**src/rtl/fetch_stage.sv**
```systemverilog
// ---------------------------------------------------------------------------
// fetch_stage
//
// Instruction-fetch stage of the RV32I pipeline. Owns the program counter,
// talks to instruction memory with a req/ready handshake plus a separate
// rvalid response pulse (one request outstanding at a time), and holds the
// IF/ID pipeline register consumed by decode. A one-entry skid buffer catches
// a response that arrives while decode is stalled on a full IF/ID. Redirects
// from decode flush IF/ID and the skid, retarget the PC, and squash any
// response still in flight.
//
// Ports:
//   clk, rst        clock (rising edge) and synchronous active-high reset
//   stall           decode cannot accept this cycle; IF/ID holds
//   redirect        taken branch/jump; flush and refetch from redirect_addr
//   redirect_addr   redirect target, low two bits ignored
//   imem_req        fetch request valid (only in the REQ state)
//   imem_addr       word-aligned fetch address (always the fetch PC)
//   imem_ready      memory accepts the request this cycle
//   imem_rvalid     response valid, one pulse per accepted request
//   imem_rdata      instruction word returned by memory
//   instruction     IF/ID instruction (NOP_INSTR when empty)
//   pc_address      IF/ID program counter of the instruction
//   instr_valid     IF/ID holds a real instruction
// ---------------------------------------------------------------------------
module fetch_stage #(
  parameter logic [31:0] RESET_PC  = 32'h0000_0000,
  parameter logic [31:0] NOP_INSTR = 32'h0000_0013
) (
  input  logic        clk,
  input  logic        rst,
  input  logic        stall,
  input  logic        redirect,
  input  logic [31:0] redirect_addr,
  output logic        imem_req,
  output logic [31:0] imem_addr,
  input  logic        imem_ready,
  input  logic        imem_rvalid,
  input  logic [31:0] imem_rdata,
  output logic [31:0] instruction,
  output logic [31:0] pc_address,
  output logic        instr_valid
);

  // REQ   : presenting a request, waiting for the memory to accept it
  // WAIT  : request accepted, waiting for its rvalid pulse
  // HOLD  : response parked in the skid buffer because decode is stalled
  // DRAIN : a squashed request is still in flight; its response is dropped
  typedef enum logic [1:0] {
    ST_REQ   = 2'd0,
    ST_WAIT  = 2'd1,
    ST_HOLD  = 2'd2,
    ST_DRAIN = 2'd3
  } state_t;

  state_t      state;
  state_t      next_state;

  logic [31:0] fetch_pc;

  // The skid buffer is full exactly when the FSM is in HOLD, so it needs no
  // separate valid bit.
  logic [31:0] skid_instr;
  logic [31:0] skid_pc;

  logic [31:0] if_instr;
  logic [31:0] if_pc;
  logic        if_valid;

  logic        ifid_free;
  logic        rsp_accept;
  logic        load_from_mem;
  logic        load_from_skid;
  logic        load_skid;

  // IF/ID can take new data when it is empty or decode is draining it this
  // cycle. A response only counts while in WAIT; in DRAIN it is discarded.
  assign ifid_free      = ~if_valid | ~stall;
  assign rsp_accept     = (state == ST_WAIT) & imem_rvalid;
  assign load_from_mem  = rsp_accept & ifid_free;
  assign load_skid      = rsp_accept & ~ifid_free;
  assign load_from_skid = (state == ST_HOLD) & ~stall;

  // State register.
  always_ff @(posedge clk) begin
    if (rst) begin
      state <= ST_REQ;
    end else begin
      state <= next_state;
    end
  end

  // Next-state logic. A redirect overrides stall. If the redirect lands while
  // a request is in flight (WAIT, or REQ being accepted this same cycle) we
  // must drain its response, unless that response is arriving right now, in
  // which case it is simply dropped and we can request immediately.
  always_comb begin
    next_state = state;
    if (redirect) begin
      case (state)
        ST_REQ:   next_state = imem_ready  ? ST_DRAIN : ST_REQ;
        ST_WAIT:  next_state = imem_rvalid ? ST_REQ   : ST_DRAIN;
        ST_HOLD:  next_state = ST_REQ;
        ST_DRAIN: next_state = imem_rvalid ? ST_REQ   : ST_DRAIN;
        default:  next_state = ST_REQ;
      endcase
    end else begin
      case (state)
        ST_REQ:   if (imem_ready)  next_state = ST_WAIT;
        ST_WAIT:  if (imem_rvalid) next_state = ifid_free ? ST_REQ : ST_HOLD;
        ST_HOLD:  if (!stall)      next_state = ST_REQ;
        ST_DRAIN: if (imem_rvalid) next_state = ST_REQ;
        default:  next_state = ST_REQ;
      endcase
    end
  end

  // Datapath: fetch PC, skid buffer and the IF/ID register. A redirect
  // flushes IF/ID to a bubble but keeps pc_address, retargets the PC, and
  // implicitly empties the skid because the FSM leaves HOLD. Without a
  // redirect, IF/ID loads from memory or the skid, otherwise it turns into a
  // bubble once decode has consumed it.
  always_ff @(posedge clk) begin
    if (rst) begin
      fetch_pc   <= RESET_PC;
      skid_instr <= NOP_INSTR;
      skid_pc    <= RESET_PC;
      if_instr   <= NOP_INSTR;
      if_pc      <= RESET_PC;
      if_valid   <= 1'b0;
    end else if (redirect) begin
      fetch_pc <= {redirect_addr[31:2], 2'b00};
      if_instr <= NOP_INSTR;
      if_valid <= 1'b0;
    end else begin
      if (rsp_accept) begin
        fetch_pc <= fetch_pc + 32'd4;
      end
      if (load_skid) begin
        skid_instr <= imem_rdata;
        skid_pc    <= fetch_pc;
      end
      if (load_from_mem) begin
        if_instr <= imem_rdata;
        if_pc    <= fetch_pc;
        if_valid <= 1'b1;
      end else if (load_from_skid) begin
        if_instr <= skid_instr;
        if_pc    <= skid_pc;
        if_valid <= 1'b1;
      end else if (if_valid && !stall) begin
        if_instr <= NOP_INSTR;
        if_valid <= 1'b0;
      end
    end
  end

  // Outputs: the request is only raised in REQ, and the address is always
  // the fetch PC so it stays stable while waiting for ready.
  always_comb begin
    imem_req    = (state == ST_REQ);
    imem_addr   = fetch_pc;
    instruction = if_instr;
    pc_address  = if_pc;
    instr_valid = if_valid;
  end

endmodule
```
**config.mk**
```make
export PLATFORM = sky130hd
export DESIGN_NAME = fetch_stage
export DESIGN_NICKNAME = d
export VERILOG_FILES = /design/src/rtl/fetch_stage.sv
export SDC_FILE = /design/constraint.sdc
export NUM_CORES = 1
export LEC_CHECK = 0
export CAP_MARGIN = 20
export CORE_ASPECT_RATIO = 0.9
export CORE_MARGIN = 1.5
export CORE_UTILIZATION = 30
export DETAILED_ROUTE_END_ITERATION = 8
export PLACE_DENSITY = 0.65
export SYNTH_ARGS = -nofsm -noshare
export SYNTH_HDL_FRONTEND = slang
export SYNTH_SLANG_ARGS = --single-unit
```
**constraint.sdc**
```tcl
create_clock -name clk -period 2.9 [get_ports clk]
set_input_delay 0.29 -clock clk [delete_from_list [all_inputs] [get_ports clk]]
set_output_delay 0.29 -clock clk [all_outputs]
set_load 0.005 [all_outputs]
```
==> results.cfg, run 1 <==
[placed_design]
port-buffer-count = 161
preCtsSetupSlack_ns = 0.373
place_hpwl_um = 13600
dp.cells = 1221
place.gp.congestion = 0.776

[logic_synthesis]
synth_cell_types = 60
synth.avg_cell_area_um2 = 8.40
synth_edf_count = 0
synth-seq-cells = 157
syn_area_um2 = 6850
ys_dominant_reg_cell = dfxtp_1
postSynth.asyncResetShare_pct = 0
syn_inst = 816
yosysSeqAreaShare_pct = 45.9
yosysWarnings = 0

[grt]
grt_overflow_total = 0
antenna_found_initial = 1
grt_usage_pct = 17.2
grt_pass1_wl_um = 32500
grt_pass1_vias = 5929
grt_max_degree = 62

[sta]
finalCriticalPeriod_ns = 2.25
max_freq_ghz = 0.445
skew_ns = 0.00800
min_period_over_period_pct = 77.5
hold_viol_final = 0
max_slew_margin_pct = 59.3
rsz0062_at_grt = no
finalMaxSlewViolations = 0
setup_violations = 0
tightest_slew_ns = 0.608
tns_ns = 0
final.setup.worst_slack_ns = 0.653

[worst_setup_path]
r2r-start = imem_addr[6]$_SDFFE_PP0P_
cp_slowest_cell = or4_4
r2r_end = imem_addr[27]$_SDFFE_PP0P_
cp_top_family = simple AND/OR/NAND/NOR gates
critical_path.cell_chain = nand4_1 > buf_4 > or4_4 > or4_1 > a311oi_1
path_max_fanout = 13
critPathKind = reg -> reg
required_ns = 3.23
critPathCaptureType = flip-flop
worstSetupStartpointType = flip-flop
crit_buf_inv = 1
max_stage_delay_ns = 0.58
ff2ff_setup_slack_ns = 0.65
worst_r2r_path_depth = 5
arrival_ns = 2.58

[worst_hold_path]
min_path_type = in -> reg
min_to = state[0]$_SDFFE_PP0P_
worstHoldPathCells = 2
worstHoldStart = rst

[die]
start_util_pct = 30.5
die_area_um2 = 23800
die_x_um = 162
core_region_area_um2 = 22400
rows = 52
ios = 168
fp.dieH_um = 146

[finish]
antenna_cells = 0
stdcell_count = 1253
final_common_cell = clkdlybuf4s50_1
layout.nets = 1014
drive_gt1_share_pct = 7.85
register_area_um2 = 3140
fin_util_pct = 41.6
multi_input_area_um2 = 3380
layout_common_cells = 160 x clkdlybuf4s50_1, 157 x dfxtp_1, 146 x nand2_1
n_fill_cell = 2247
syn2layout_area_growth_pct = 36.4

[detailed_routing]
routed_wirelength_um = 20600
ant_nets = 0
wl_per_cell_um = 16.5
dr_total_vias = 6474
drtIter0Drc = 517
dr.pass1.iters = 7
drc = 0
viasPerCell = 5.17

[clock_tree]
clk_pin_slew_ns = 0.07
root_buffer = clkbuf_16
post-cts-setup-buffer-count = 0
tritoncts = yes
cts_made_buffers = 17
ctsHoldBuffers = 0
h-tree-depth = 4
cts_resized = 0
clk_latency_ns = 0.43
cts_sinks = 157
max-clock-path-buffers = 2

[job]
maxCapViolCount = 0

[power_and_ir_drop]
power_frac_comb_pct = 11.0
ir_drop_mv = 0.295
intPower_mw = 3.71
leakagePower_nw = 3.10
power-per-cell-area_nw_per_um2 = 537
p_sw_share_pct = 26.1
clock_power_share_pct = 43.3
p_seq_share_pct = 45.8
p_switching_mw = 1.31

[outcome]
outcome = complete, no violations
power by group through the flow:
stage          registers [mW]  logic, mW  clock network [mW]
2_1_floorplan            2.32      0.255                   0
3_3_place_gp             2.35      0.550                   0
3_5_place_dp             2.35      0.553                   0
4_1_cts                  2.30      0.555                2.22
5_1_grt                  2.31      0.597                2.31
6_report                 2.30      0.550                2.17
synthesized netlist by cell type (all sizes together) (3+ instances only):
cell type  count  area, um^2
a22oi         29         218
o21ai          9        45.0
or3            8        50.1
mux2i         30         300
clkbuf        67         253
nor2          26        97.6
a211oi         9        67.6
dfxtp        157        3140
o31ai          6        45.0
a311oi        40         350
nand2b         3        18.8
and4           3        26.3
a2111oi        3        26.3
xnor2          8        70.1
nand4b         3        41.3
nand3         41         205
nand2        146         548
a21oi        126         631
nand4         11        83.8
nor2b          3        18.8
nor4           8        50.1
buf           15        90.1
nor3           9        50.1
nor3b          3        22.5
or4            8        63.8
inv            8        30.0
o22ai          3        18.8
or2            5        31.3
state kept, by name (all words and copies together), names as in the netlist:
| register | cells |
|---|---|
| pc_address | 30 |
| imem_addr | 30 |
| instr_valid | 1 |
| skid_pc | 30 |
| state | 2 |
| instruction | 32 |
| skid_instr | 32 |
per-layer routing:
| metal | routed length (um) | vias up | global-route usage, % |
|---|---|---|---|
| met2 | 9290 | 184 | 26.9 |
| met3 | 1560 | 18 | 6.16 |
| met1 | 9570 | 3061 | 22.7 |
| li1 | - | 3209 | - |
| met5 | 13 | - | 0 |
| met4 | 204 | 2 | 4.13 |
cell type report:
type | count | area share (%)
clock buffer | 18 | 4.59
inverter | 8 | 0.335
timing repair buffer | 187 | 19.9
clock inverter | 14 | 1.45
tap | 297 | 3.97
sequential | 157 | 33.6
multi-input combinational | 572 | 36.1
cells by family after synthesis:
logic type / share of synthesized area, %
XOR/XNOR: 1.28
AO/OA/AOI/OAI: 23.0
flip-flops: 45.9
AND/OR/NAND/NOR: 19.8
adder cells (fa/ha/maj): 0.183
multiplexers: 4.38
buffers and inverters: 5.44
other: 0.0547
how the worst max path moves through the flow:
| stage | start | endpoint | slack [ns] | cells after the start |
|---|---|---|---|---|
| floorplan | imem_addr[3]$_SDFFE_PP0P_ | imem_addr[20]$_SDFFE_PP0P_ | 0.80 | 6 |
| global placement | imem_rvalid | imem_addr[27]$_SDFFE_PP0P_ | 0.43 | 5 |
| detailed placement | imem_rvalid | imem_addr[27]$_SDFFE_PP0P_ | 0.37 | 5 |
| global route | imem_addr[6]$_SDFFE_PP0P_ | imem_addr[27]$_SDFFE_PP0P_ | 0.49 | 5 |
| finish | imem_addr[6]$_SDFFE_PP0P_ | imem_addr[27]$_SDFFE_PP0P_ | 0.65 | 5 |
| CTS | imem_addr[6]$_SDFFE_PP0P_ | imem_addr[27]$_SDFFE_PP0P_ | 0.67 | 5 |
per-stage QoR:
stage / cell area, um^2 / power, mW / hold slack, ns
after global placement: 8770 / 2.90 / 0.441
after global routing: 9350 / 5.22 / 0.309
after CTS: 9350 / 5.08 / 0.291
final: 9350 / 5.02 / 0.304
after detailed placement: 8780 / 2.90 / 0.446
after floorplan: 6860 / 2.58 / 0.414
Note: power is estimated with default switching activity, not from simulation.
==> run 2, diff against run 1 <==
PLACE_DENSITY = 0.67   (was 0.65)
clock period = 2 ns   (was 2.9 ns; I/O delays follow)
==> run 2 against run 1 <==
  * First-iteration DRC count increased by 8.1%
  * Routed wire length increased by 4.3%
  * Via count increased by 3.6%
  * Cell count increased by 3.8%
  * Fmax increased by 13%
  * Total power increased by 50%
  * Sequential share of layout area decreased by 1.6 points
  * Die area unchanged
  * Worst setup slack got worse by 0.65 ns
  * Clock power increased by 53%
  * Hold slack got worse by 0.051 ns
  * Non-clock buffer count increased by 48
  * Critical endpoint is now imem_addr[21]$_SDFFE_PP0P_
  * Largest cell class unchanged
  * Largest power group is now clock
==> results.cfg, run 2 (same netlist as run 1, synthesis figures left out) <==
[sta]
max_freq_ghz = 0.502
setup_violations = 0
finalCriticalPeriod_ns = 1.99
hold_viol_final = 0
max_slew_margin_pct = 65.5
finalMaxSlewViolations = 0
rsz0062_at_grt = yes
tightest_slew_ns = 0.517
tns_ns = 0
skew_ns = 0.00733
final.setup.worst_slack_ns = 0.00600
min_period_over_period_pct = 99.7

[placed_design]
port-buffer-count = 161
preCtsSetupSlack_ns = -0.403
place.gp.congestion = 0.786
place_hpwl_um = 14600

[worst_setup_path]
crit_buf_inv = 1
cp_slowest_cell = or4_4
r2r-start = imem_addr[8]$_SDFFE_PP0P_
critical_path.cell_chain = nand4_4 > buf_4 > or4_4 > or4_1 > a311oi_1
worstSetupStartpointType = flip-flop
r2r_end = imem_addr[21]$_SDFFE_PP0P_
arrival_ns = 2.31
critPathKind = reg -> reg
worst_r2r_path_depth = 5
required_ns = 2.32
max_stage_delay_ns = 0.55
critPathCaptureType = flip-flop
path_max_fanout = 5
cp_top_family = simple AND/OR/NAND/NOR gates
ff2ff_setup_slack_ns = 0.006

[grt]
grt_overflow_total = 0
use_met3_pct = 5.40
busiest_layer = met2
grt_usage_pct = 18.1
grt_pass1_wl_um = 34200
antenna_found_initial = 0
grt_pass1_vias = 6265
use_met1_pct = 24.6
grt_max_degree = 53
grt.met2_usage_pct = 28.1

[finish]
layout.nets = 1062
drive_gt1_share_pct = 13.3
layout_common_cells = 160 x clkdlybuf4s50_1, 149 x dfxtp_1, 146 x nand2_1
antenna_cells = 0
register_area_um2 = 3150
n_fill_cell = 2185
syn2layout_area_growth_pct = 43.9
multi_input_area_um2 = 3410
final_common_cell = clkdlybuf4s50_1

[die]
core_region_area_um2 = 22400
start_util_pct = 30.5
rows = 52
ios = 168
die_area_um2 = 23800
fp.dieH_um = 146
die_x_um = 162

[clock_tree]
max-clock-path-buffers = 2
cts_sinks = 157
tritoncts = yes
root_buffer = clkbuf_16
ctsHoldBuffers = 0
clk_latency_ns = 0.42
clk_pin_slew_ns = 0.06
cts_made_buffers = 17
h-tree-depth = 4

[power_and_ir_drop]
ir_drop_mv = 0.464
p_total_mw = 7.55
leakagePower_nw = 3.39
power-per-cell-area_nw_per_um2 = 766

[detailed_routing]
drtIter0Drc = 559
dr_total_vias = 6706
viasPerCell = 5.15
wl_per_cell_um = 16.5
routed_wirelength_um = 21500
drc = 0
ant_nets = 0
dr.pass1.iters = 5

[worst_hold_path]
min_path_type = in -> reg
worstHoldPathCells = 2
min_to = skid_pc[29]$_SDFFE_PP0P_
worstHoldStart = rst

[outcome]
outcome = complete, no violations

[job]
maxCapViolCount = 0
==> run 2: routing by layer <==
| metal | wire length [um] | share of wire (%) |
|---|---|---|
| met1 | 9600 | 45 |
| met4 | 282 | 1.3 |
| met3 | 1790 | 8.3 |
| met2 | 9850 | 46 |
| met5 | 0 | 0 |
==> run 2: how the worst max path moves through the flow <==
stage	from	end	slack, ns	cells past startpoint
floorplan	imem_addr[2]$_SDFFE_PP0P_	imem_addr[17]$_SDFFE_PP0P_	0.02	6
global placement	imem_rvalid	imem_addr[27]$_SDFFE_PP0P_	-0.38	5
detailed placement	imem_rvalid	imem_addr[25]$_SDFFE_PP0P_	-0.40	5
CTS	imem_addr[4]$_SDFFE_PP0P_	imem_addr[29]$_SDFFE_PP0P_	0.002	5
global route	imem_addr[6]$_SDFFE_PP0P_	imem_addr[21]$_SDFFE_PP0P_	-0.06	5
finish	imem_addr[8]$_SDFFE_PP0P_	imem_addr[21]$_SDFFE_PP0P_	0.006	5
==> run 2: area by class of cell <==
type                       instances  area share, %
inverter                           8          0.305
timing repair buffer             235           23.2
sequential                       157           32.0
clock buffer                      22           4.71
clock inverter                    10           1.41
tap                              297           3.77
multi-input combinational        572           34.6
==> run 2: repair_timing <==
action / CTS / global route
setup buffers: 0 / 1
gates resized for setup: 6 / 6
endpoints found under the setup margin: 5 / 5
pin swaps: 2 / 3
hold endpoints to repair: 0 / 0
==> run 2: per-stage QoR <==
stage               cell area [um^2]  hold WS, ns  util (%)  std cells
floorplan                       6880        0.324         -        819
global placement                9220        0.441      41.1       1268
detailed placement              9220        0.446      41.1       1268
CTS                             9830        0.238      43.8       1300
global route                    9860        0.260      43.9       1301
finish                          9860        0.253      43.9       1301
==> run 2: power breakdown <==
| group | internal (mW) | switching, mW |
|---|---|---|
| logic | 0.495 | 0.455 |
| clock network | 2.03 | 1.29 |
| registers | 3.22 | 0.0669 |
